===== src/rtl/gray_counter_if.sv =====
// rtl/gray_counter_if.sv - control and count signals of the up/down Gray counter
interface gray_counter_if #(
  parameter int N = 8
);
  logic         en;
  logic         up_dn;
  logic         load;
  logic [N-1:0] load_val;
  logic [N-1:0] binary;
  logic [N-1:0] gray;
  logic         tc;
  logic         wrap;

  modport master (
    output en, up_dn, load, load_val,
    input  binary, gray, tc, wrap
  );

  modport slave (
    input  en, up_dn, load, load_val,
    output binary, gray, tc, wrap
  );
endinterface


===== src/rtl/gray_counter.sv =====
// rtl/gray_counter.sv - loadable up/down binary counter with registered Gray copy
// GRAY_CNT_SAT_EN: saturate at the terminal count instead of wrapping (wrap tied low).
module gray_counter #(
  parameter int           N    = 8,
  parameter logic [N-1:0] INIT = '0
) (
  input  logic           clk,
  input  logic           rst,
  gray_counter_if.slave  cnt
);

  localparam logic [N-1:0] ONE       = {{(N-1){1'b0}}, 1'b1};
  localparam logic [N-1:0] INIT_GRAY = INIT ^ (INIT >> 1);

  logic [N-1:0] binary_q, binary_d;
  logic [N-1:0] gray_q, gray_d;
  logic         tc;

  always_comb begin
    tc = cnt.up_dn ? (&binary_q) : ~(|binary_q);
  end

  always_comb begin
    binary_d = binary_q;
    if (cnt.load) begin
      binary_d = cnt.load_val;
    end else if (cnt.en) begin
`ifdef GRAY_CNT_SAT_EN
      if (!tc) begin
        binary_d = cnt.up_dn ? (binary_q + ONE) : (binary_q - ONE);
      end
`else
      binary_d = cnt.up_dn ? (binary_q + ONE) : (binary_q - ONE);
`endif
    end
    // Encode from the next value so binary and gray land on the same edge.
    gray_d = binary_d ^ (binary_d >> 1);
  end

  always_ff @(posedge clk) begin
    if (rst) begin
      binary_q <= INIT;
      gray_q   <= INIT_GRAY;
    end else begin
      binary_q <= binary_d;
      gray_q   <= gray_d;
    end
  end

`ifdef GRAY_CNT_SAT_EN
  assign cnt.wrap = 1'b0;
`else
  logic wrap_q, wrap_d;

  always_comb begin
    wrap_d = cnt.en & ~cnt.load & tc;
  end

  always_ff @(posedge clk) begin
    if (rst) begin
      wrap_q <= 1'b0;
    end else begin
      wrap_q <= wrap_d;
    end
  end

  assign cnt.wrap = wrap_q;
`endif

  assign cnt.binary = binary_q;
  assign cnt.gray   = gray_q;
  assign cnt.tc     = tc;

endmodule


===== src/flat_wrapper.sv =====
// flat-port wrapper written by rule: the top's interface ports become plain ports
module gray_counter_flat 
#(
  parameter int           N    = 8,
  parameter logic [N-1:0] INIT = '0
)
  (clk, rst, cnt_en, cnt_up_dn, cnt_load, cnt_load_val, cnt_binary, cnt_gray, cnt_tc, cnt_wrap);
  gray_counter_if #(.N(N)) cnt_i ();
  input  logic clk;
  input  logic rst;
  input wire logic [$bits(cnt_i.en)-1:0] cnt_en;
  input wire logic [$bits(cnt_i.up_dn)-1:0] cnt_up_dn;
  input wire logic [$bits(cnt_i.load)-1:0] cnt_load;
  input wire logic [$bits(cnt_i.load_val)-1:0] cnt_load_val;
  output wire logic [$bits(cnt_i.binary)-1:0] cnt_binary;
  output wire logic [$bits(cnt_i.gray)-1:0] cnt_gray;
  output wire logic [$bits(cnt_i.tc)-1:0] cnt_tc;
  output wire logic [$bits(cnt_i.wrap)-1:0] cnt_wrap;
  assign cnt_i.en = cnt_en;
  assign cnt_i.up_dn = cnt_up_dn;
  assign cnt_i.load = cnt_load;
  assign cnt_i.load_val = cnt_load_val;
  assign cnt_binary = cnt_i.binary;
  assign cnt_gray = cnt_i.gray;
  assign cnt_tc = cnt_i.tc;
  assign cnt_wrap = cnt_i.wrap;
  gray_counter #(.N(N), .INIT(INIT)) u_core (.clk(clk), .rst(rst), .cnt(cnt_i));
endmodule

===== config.mk =====
export PLATFORM = sky130hd
export DESIGN_NAME = gray_counter_flat
export DESIGN_NICKNAME = d
export VERILOG_FILES = /design/src/rtl/gray_counter_if.sv /design/src/rtl/gray_counter.sv /design/src/flat_wrapper.sv
export SDC_FILE = /design/constraint.sdc
export NUM_CORES = 1
export LEC_CHECK = 0
export CAP_MARGIN = 25
export CORE_ASPECT_RATIO = 1.4
export CORE_MARGIN = 4
export CORE_UTILIZATION = 40
export CTS_BUF_LIST = sky130_fd_sc_hd__clkbuf_4 sky130_fd_sc_hd__clkbuf_8
export CTS_CLUSTER_DIAMETER = 30
export DETAILED_ROUTE_END_ITERATION = 8
export PLACE_DENSITY = 0.73
export SLEW_MARGIN = 20
export SYNTH_ARGS = -nofsm -noshare
export SYNTH_HDL_FRONTEND = slang
export SYNTH_SLANG_ARGS = --single-unit

===== constraint.sdc =====
create_clock -name clk -period 2.5 [get_ports clk]
set_input_delay 0.375 -clock clk [delete_from_list [all_inputs] [get_ports clk]]
set_output_delay 0.375 -clock clk [all_outputs]
set_load 0.01 [all_outputs]

## After elaboration in Yosys (flattened, before gate mapping)

Index checks and enable logic that the tools add are counted.

| storage, ports and cells | value |
|---|---|
| flip-flop bits (word level) | 17 |
| input bits | 13 |
| output and inout port bits | 18 |
| word-level logic and storage cells | 16 |

| cells by class | value |
|---|---|
| add/subtract/negate cells | 2 |
| multiplexer cells | 4 |
| bitwise operators | 5 |
| reduce and logical (&&, ||, !) cells | 2 |

Operator list:

| cell | number |
|---|---|
| $mux 8 | 3 |
| $add 8x1->8 const B | 1 |
| $reduce_and 8->1 | 1 |
| $reduce_or 8->1 | 1 |
| $sub 8x1->8 const B | 1 |
| $xor 8x7->8 | 1 |
| $and 1x1->1 | 2 |
| $not 1->1 | 2 |
| $mux 1 | 1 |

## Logic depth before layout (Yosys ltp)

Gate-level depths: netlist (run 1).

| depth | value |
|---|---|
| depth in word-level cells | 5 |
| mapped depth | 8 |
| depth with buffers taken out | 8 |

## Least setup slack after synthesis (run 1)

Ideal clock, no wire load.

| path | value |
|---|---|
| path type | reg-to-reg |
| from | register u_core.binary_q[0], in the netlist u_core.cnt.binary[0] |
| to | register u_core.gray_q[5], in the netlist u_core.cnt.gray[5] |
| library setup time | 128 ps |
| data arrival time | 1,927 ps |
| data required time | 2,372 ps |
| setup slack | 445 ps |
| cell stages (with the launch flop) | 9 |
| path buffers | 0 |
| period minus slack after synthesis | 2,055 ps |
| path through | dfxtp_1 inv_1 fa_1 nor2b_4 o31ai_2 a2111oi_2 a211oi_4 xnor2_1 nor2_1 |

| on the way | value |
|---|---|
| cells in the longest elaborated chain, start to end | 5 |
| elaborated cells on any way between the ends | 6 |
| those cells by class | add/sub: 2; mux: 3; bitwise: 1 |

Ends and longest elaborated chain:

| what | RTL line | RTL |
|---|---|---|
| from (decl) | gray_counter.sv:15 | `logic [N-1:0] binary_q, binary_d;` |
| from (signal assigned) | gray_counter.sv:45 | `binary_q <= binary_d;` |
| $sub 8x1->8 / $add 8x1->8 (equally long branches) | gray_counter.sv:33 | `binary_d = cnt.up_dn ? (binary_q + ONE) : (binary_q - ONE);` |
| $mux 8 * | gray_counter.sv:33 |  |
| $mux 8 * | gray_counter.sv:27 | `end else if (cnt.en) begin` |
| $mux 8 * | gray_counter.sv:25 | `if (cnt.load) begin` |
| $xor 8x7->8 * | gray_counter.sv:37 | `gray_d = binary_d ^ (binary_d >> 1);` |
| to (signal assigned) | gray_counter.sv:46 | `gray_q <= gray_d;` |
| to (decl) | gray_counter.sv:16 | `logic [N-1:0] gray_q, gray_d;` |

Every way passes the cells marked *; elsewhere a longest branch is shown, timed or not.
A chain may end at the register's enable or synchronous reset.

## Worst setup path after layout (run 1)

| path | value |
|---|---|
| from | input cnt_up_dn |
| to | register u_core.gray_q[4], in the netlist u_core.cnt.gray[4] |

| on the way | value |
|---|---|
| cells in the longest elaborated chain, start to end | 4 |

Ends and longest elaborated chain:

| what | RTL line | RTL |
|---|---|---|
| from (decl) | flat_wrapper.sv:12 | `input wire logic [$bits(cnt_i.up_dn)-1:0] cnt_up_dn;` |
| $mux 8 | gray_counter.sv:33 |  |
| $mux 8 | gray_counter.sv:27 |  |
| $mux 8 | gray_counter.sv:25 |  |
| $xor 8x7->8 | gray_counter.sv:37 |  |

Every way passes these cells.

==> reports/qor.yml, run 1 <==
floorplanning:
  rows: 21
  die_x_um: 50.7
  core_um2: 2420
  start_util_pct: 42.2
  fp.dieH_um: 67.8
  die-area_um2: 3440
  io_pins: 31
detailed_routing:
  vias: 974
  wire_per_inst_um: 13.0
  first_pass_iters: 4
  finalWirelength_um: 2400
  drtIter0Drc: 23
  via_per_inst: 5.26
  final_antenna_net_count: 0
  drc: 0
cts:
  tritoncts: "done"
  clkTransAtPathRegs_ns: 0.09
  ctsHoldBuffers: 0
  root_buffer: "clkbuf_4"
  cts_setup_buffers: 0
  cts_sinks: 16
  worstSkewPairLatency_ns: 0.28
  cts_inserted_buffers: 3
  clockBufferDepth: 2
  htreeDepth: 1
  cts_resized: 0
placement:
  io_buffers: 30
  placed_area_um2: 1380
  gp_congestion: 0.980
  placed_cells: 181
  dpl.hpwl_um: 1950
  dp_slack_ns: -0.0644
hold_path:
  hold_depth: 3
  min_from: "u_core.cnt.binary[3]"
  hold_end: "u_core.cnt.wrap"
  worst_hold_path_type: "reg2reg"
run:
  maxCapViolations: 0
logic_synthesis:
  synth_seq_cells: 16
  post_synth.cell_area_avg_um2: 8.73
  synth_fp_nets: 137
  ys_seq_area_share_pct: 31.4
  synthCells: 117
  yosys_warnings: 0
  netlist-cell-type-count: 38
  syn-cell-area_um2: 1020
grt:
  grt_max_degree: 17
  antenna_found_initial: 0
  gr-total-overflow: 0
  grt_usage_pct: 15.6
  grt_pass1_wl_um: 4130
  first_global_vias: 927
worst_setup_path:
  max_stage_delay_ns: 0.49
  reg2reg_to: "u_core.cnt.gray[5]"
  critPathKind: "in2reg"
  setup.worst_path.start: "cnt_up_dn"
  worst-r2r-cell-count: 8
  cp-start-kind: "input port"
  cp.buffers_inverters: 2
  crit_path_cell_trace: "clkdlybuf4s50_1 > inv_1 > ha_1 > nor2b_4 > o31ai_2 > o211ai_1 > a21oi_2 > xor2_1 > nor2_1"
  critPathRequiredTime_ns: 2.66
  ff2ff_setup_slack_ns: 0.28
  crit_path_max_fanout: 4
  cp_slowest_cell: "clkdlybuf4s50_1"
  arrival_ns: 2.43
  critical_path.top_delay_family: "compound AO/OA/AOI/OAI gates"
  crit_path_end_kind: "register"
  worstReg2RegStart: "u_core.cnt.binary[0]"
final_layout:
  post-route-util_pct: 58.5
  final_area_um2: 1410
  syn_to_final_growth_pct: 38.5
  fillers: 221
  most-common-layout-cells: "clkdlybuf4s50_1 (29), nor2_1 (19), dfxtp_1 (16)"
  nets: 172
  fin_cells: 185
  layout_commonest_cell: "clkdlybuf4s50_1"
  diodes: 0
  drive_gt1_share_pct: 12.6
pwr:
  power_leakage_nw: 0.561
  power_density_nw_per_um2: 531
  ir_worst_vdd_uv: 213
  finalPower_w: 0.000750
timing:
  period_needed_ns: 2.27
  fmax_mhz: 440
  maxSlewHeadroom_pct: 63.2
  worst_slew_pin_slew_ns: 0.550
  slew_violations: 0
  rsz0062_at_grt: "false"
  timing.final.crit_share_pct: 90.8
  setup_viol: 0
  hold_viol: 0
  clock_skew_ns: 0.00319
  setup_slack_ns: 0.230
outcome:
  status: "finished clean"
## final cells by class
cell class                      count  area (µm²)  share of cell area, %
Multi-Input combinational cell     92         659                   46.6
Timing Repair Buffer               35         340                   24.1
Tap cell                           34        42.5                   3.01
Clock buffer                        4        36.3                   2.57
Sequential cell                    16         320                   22.7
Inverter                            4        15.0                   1.06
## kinds of logic after synthesis
group | synth area share [%]
adders and majority gates | 9.31
buffers and inverters | 4.04
xor gates and xnor gates | 9.44
muxes | 0.980
DFF | 31.4
AOI/OAI and AO/OA | 24.3
and+or+nand+nor | 20.6
## power by group
part           switching (W)  total (W)  internal, W
combinational       0.000129   0.000280     0.000151
clock              0.0000757   0.000164    0.0000886
sequential         0.0000231   0.000306     0.000283
total               0.000228   0.000750     0.000522
## per-stage QoR
step | hold slack (ns) | setup TNS [ns]
5_1_grt | 0.778 | 0
4_1_cts | 0.735 | 0
6_report | 0.731 | 0
3_3_place_gp | 0.706 | -0.107
3_5_place_dp | 0.714 | -0.219
2_1_floorplan | 0.444 | 0
## sequential cells by signal, indices dropped and copies added (netlist names)
register           flops
u_core.cnt.gray        8
u_core.cnt.binary      7
u_core.cnt.wrap        1
## Yosys cell counts
| cell | instances | area (µm²) |
|---|---|---|
| nand2_1 | 4 | 15.0 |
| xor2_1 | 5 | 43.8 |
| or2_2 | 1 | 6.26 |
| mux2i_1 | 1 | 10.0 |
| nand4_1 | 2 | 12.5 |
| o21a_1 | 3 | 22.5 |
| nand3_1 | 2 | 10.0 |
| a21o_1 | 1 | 7.51 |
| a22o_1 | 3 | 26.3 |
| a211oi_2 | 1 | 12.5 |
| a21o_2 | 1 | 8.76 |
| nor2_1 | 19 | 71.3 |
| o21ai_0 | 3 | 15.0 |
| a31oi_1 | 1 | 6.26 |
| o31ai_2 | 1 | 12.5 |
| a21oi_2 | 3 | 26.3 |
| nor4_1 | 2 | 12.5 |
| o22ai_1 | 1 | 6.26 |
| nand2b_1 | 2 | 12.5 |
| o211ai_1 | 2 | 15.0 |
| dfxtp_1 | 16 | 320 |
| o31ai_1 | 1 | 7.51 |
| fa_1 | 1 | 20.0 |
| inv_1 | 4 | 15.0 |
| ha_1 | 6 | 75.1 |
| a21oi_1 | 6 | 30.0 |
| o221ai_1 | 1 | 8.76 |
| xnor2_1 | 6 | 52.6 |
| a22oi_1 | 1 | 7.51 |
| nor2b_4 | 1 | 13.8 |
| a211oi_4 | 1 | 20.0 |
| clkbuf_1 | 1 | 3.75 |
| buf_2 | 3 | 15.0 |
| nor2b_1 | 3 | 18.8 |
| nor3_1 | 3 | 15.0 |
| nor3b_1 | 3 | 22.5 |
| a2111oi_2 | 1 | 15.0 |
| buf_4 | 1 | 7.51 |
## worst max-delay path by stage
| stage | endpoint | depth (start not counted) |
|---|---|---|
| after floorplan | u_core.cnt.gray[5] | 8 |
| after global placement | u_core.cnt.gray[4] | 9 |
| after detailed placement | u_core.cnt.gray[4] | 9 |
| after CTS | cnt_tc | 6 |
| after global routing | u_core.cnt.gray[5] | 8 |
| final | u_core.cnt.gray[4] | 9 |
## worst register-to-register path: cells and delay by family, from the launching register on
kind	cells	cell delay (ns)
buffers and inverters	1	0.13
AO/OA/AOI/OAI	3	0.63
AND/OR/NAND/NOR	2	0.20
adder cells (fa/ha/maj)	1	0.50
flip-flops	1	0.46
XOR/XNOR	1	0.17
## metal layers
layer	wire, µm	share of wire (%)	up-vias	global-route usage, %
met1	1010	42	450	18.1
li1	-	-	483	-
met5	0	0	-	0
met3	115	4.8	6	2.43
met4	46	1.9	0	7.07
met2	1220	51	35	27.9
(Power assumes the default switching activity.)
==> inputs of run 2 (changes only) <==
ABC_CLOCK_PERIOD_IN_PS = 2500   (was not set)
==> results of run 2 <==
Final layout, timing and power as in run 1 (identical DEF).
==> inputs of run 3 (changes only) <==
CORE_UTILIZATION = 48   (was 40)
PLACE_DENSITY = 0.85   (was 0.73)
==> run 3 against run 2 <==
Via count increased by 2.0%; worst setup slack improved by 0.048 ns; non-clock buffer count unchanged; final cell count decreased by 7.0%; clock-buffer cell count unchanged; combinational power increased by 1%; critical endpoint is now u_core.cnt.gray[6]; highest routed layer unchanged.
==> reports/qor.yml, run 3 (synthesis gave the netlist of run 1 again) <==
cts:
  worstSkewPairLatency_ns: 0.28  # about the same
  cts_sinks: 16  # unchanged
  tritoncts: "done"
  htreeDepth: 1  # unchanged
  root_buffer: "clkbuf_4"
  clockBufferDepth: 2  # unchanged
  clkTransAtPathRegs_ns: 0.10  # about the same
  cts_inserted_buffers: 3  # unchanged
worst_setup_path:
  arrival_ns: 2.39  # -0.04 ns
  ff2ff_setup_slack_ns: 0.34  # +0.06 ns
  cp-start-kind: "input port"
  critPathKind: "in2reg"
  crit_path_max_fanout: 5  # +1
  reg2reg_to: "u_core.cnt.gray[5]"
  critPathRequiredTime_ns: 2.66  # about the same
  crit_path_end_kind: "register"
  worst-r2r-cell-count: 8  # unchanged
  worstReg2RegStart: "u_core.cnt.binary[0]"
hold_path:
  hold_depth: 3  # unchanged
  hold_end: "u_core.cnt.wrap"
  worst_hold_path_type: "reg2reg"
  min_from: "u_core.cnt.binary[2]"
final_layout:
  fin_cells: 172  # -7.0%
  nets: 172  # unchanged
  most-common-layout-cells: "clkdlybuf4s50_1 (29), nor2_1 (19), dfxtp_1 (16)"
  fillers: 151  # -32%
  largest_register_ffs: 8  # unchanged
  layout_commonest_cell: "clkdlybuf4s50_1"
  syn_to_final_growth_pct: 36.9
  diodes: 0  # unchanged
  drive_gt1_share_pct: 12.6  # unchanged
pwr:
  p_seq_share_pct: 40.2  # -0.5 points
  p_int_w: 0.000522  # about the same
  switching_power_w: 0.000239  # +4.9%
  swShare_pct: 31.4  # +1.0 points
  combPwrFrac_pct: 37.3  # about the same
  finalPower_w: 0.000762  # +1.5%
  power_leakage_nw: 0.561  # about the same
  ir_worst_vdd_uv: 232  # +8.7%
  power_frac_clock_pct: 22.4  # +0.5 points
  power_density_nw_per_um2: 545  # +2.7%
floorplanning:
  start_util_pct: 51.1  # +8.9 points
  fp.dieH_um: 62.6  # -7.7%
  die_x_um: 47.0  # -7.3%
  die-area_um2: 2940  # -14%
  io_pins: 31  # unchanged
  core_um2: 2000  # -17%
  rows: 19  # -9.5%
placement:
  io_buffers: 30  # unchanged
  dpl.hpwl_um: 2100  # +7.6%
  placed_cells: 168  # -7.2%
  gp_congestion: 0.876  # -11%
detailed_routing:
  drtIter0Drc: 33  # +43%
  wire_per_inst_um: 15.0  # +16%
  final_antenna_net_count: 0  # unchanged
  first_pass_iters: 4  # unchanged
  vias: 993  # +2.0%
  drc: 0  # unchanged
  via_per_inst: 5.77  # +9.7%
  finalWirelength_um: 2580  # +7.4%
timing:
  maxSlewHeadroom_pct: 64.7  # +1.5 points
  period_needed_ns: 2.22  # -0.0485 ns
  fin_setup_tns_ns: 0  # unchanged
  fmax_mhz: 450  # +2.2%
  timing.final.crit_share_pct: 88.9  # -1.9 points
  rsz0062_at_grt: "false"
  worst_slew_pin_slew_ns: 0.528  # -0.0218 ns
  hold_viol: 0  # unchanged
  clock_skew_ns: 0.00662  # +0.00342 ns
  setup_viol: 0  # unchanged
  slew_violations: 0  # unchanged
grt:
  gr-total-overflow: 0  # unchanged
  grt_max_degree: 17  # unchanged
  antenna_found_initial: 0  # unchanged
  first_global_vias: 936  # +0.97%
  grt_pass1_wl_um: 3950  # -4.2%
  grt_usage_pct: 17.8  # +2.2 points
run:
  maxCapViolations: 0  # unchanged
outcome:
  status: "finished clean"
-- run 3: cell counts in the layout (fill, tap and decap cells not counted) --
Identical to the previous run, type by type.
-- run 3: critical path: stages --
cell and delay (ns):
clkdlybuf4s50_1 0.48, inv_1 0.10, ha_1 0.33, nor2b_4 0.15, o31ai_2 0.33, a2111oi_2 0.16
a211oi_4 0.24, xor2_1 0.17, nor2_1 0.05
-- run 3: repair_timing --
| item | 4_1_cts | 5_1_grt |
|---|---|---|
| resized for setup | 0 | 1 |
| endpoints found under the hold margin | 0 | 0 |
| endpoints found under the setup margin | 0 | 1 |
| setup buffers | 0 | 0 |
| hold buffers | 0 | 0 |
-- run 3: worst max-delay path by stage --
| stage | end | from |
|---|---|---|
| after floorplan | u_core.cnt.gray[5] | u_core.cnt.binary[0] |
| after global placement | u_core.cnt.gray[6] | cnt_up_dn |
| after detailed placement | u_core.cnt.gray[6] | cnt_up_dn |
| after CTS | cnt_tc | cnt_up_dn |
| after global routing | u_core.cnt.gray[3] | cnt_up_dn |
| final | u_core.cnt.gray[6] | cnt_up_dn |
-- run 3: cell type report --
cell class,instances,area (µm²),area share (%)
Clock buffer,4,36.3,2.60
Sequential cell,16,320,22.9
Inverter,4,15.0,1.07
Timing Repair Buffer,35,340,24.4
Tap cell,21,26.3,1.88
Multi-Input combinational cell,92,659,47.2
-- run 3: per-layer routing --
layer / routed length (µm) / track usage (%) / vias up / part of all wire, %
met2: 1300 / 31.8 / 49 / 50
li1: - / - / 482 / -
met1: 1040 / 19.7 / 456 / 40
met4: 47 / 8.65 / 0 / 1.8
met5: 0 / 0 / - / 0
met3: 188 / 0.865 / 6 / 7.3
-- run 3: power groups by stage --
stage	registers (W)	clock network (W)	logic, W
detailed placement	0.000312	0	0.000285
global placement	0.000311	0	0.000279
floorplan	0.000320	0	0.000159
finish	0.000307	0.000171	0.000284
CTS	0.000306	0.000171	0.000286
global route	0.000310	0.000185	0.000309
-- run 3: per-stage QoR --
| stage | hold WS [ns] | area (µm²) | worst slack (ns) | utilization, % |
|---|---|---|---|---|
| after floorplan | 0.444 | 1020 | 0.445 | - |
| after global placement | 0.697 | 1360 | 0.00825 | 68.0 |
| after detailed placement | 0.712 | 1360 | -0.0340 | 68.0 |
| after CTS | 0.730 | 1400 | 0.0237 | 69.9 |
| after global routing | 0.788 | 1400 | 0.158 | 70.0 |
| final | 0.739 | 1400 | 0.278 | 70.0 |
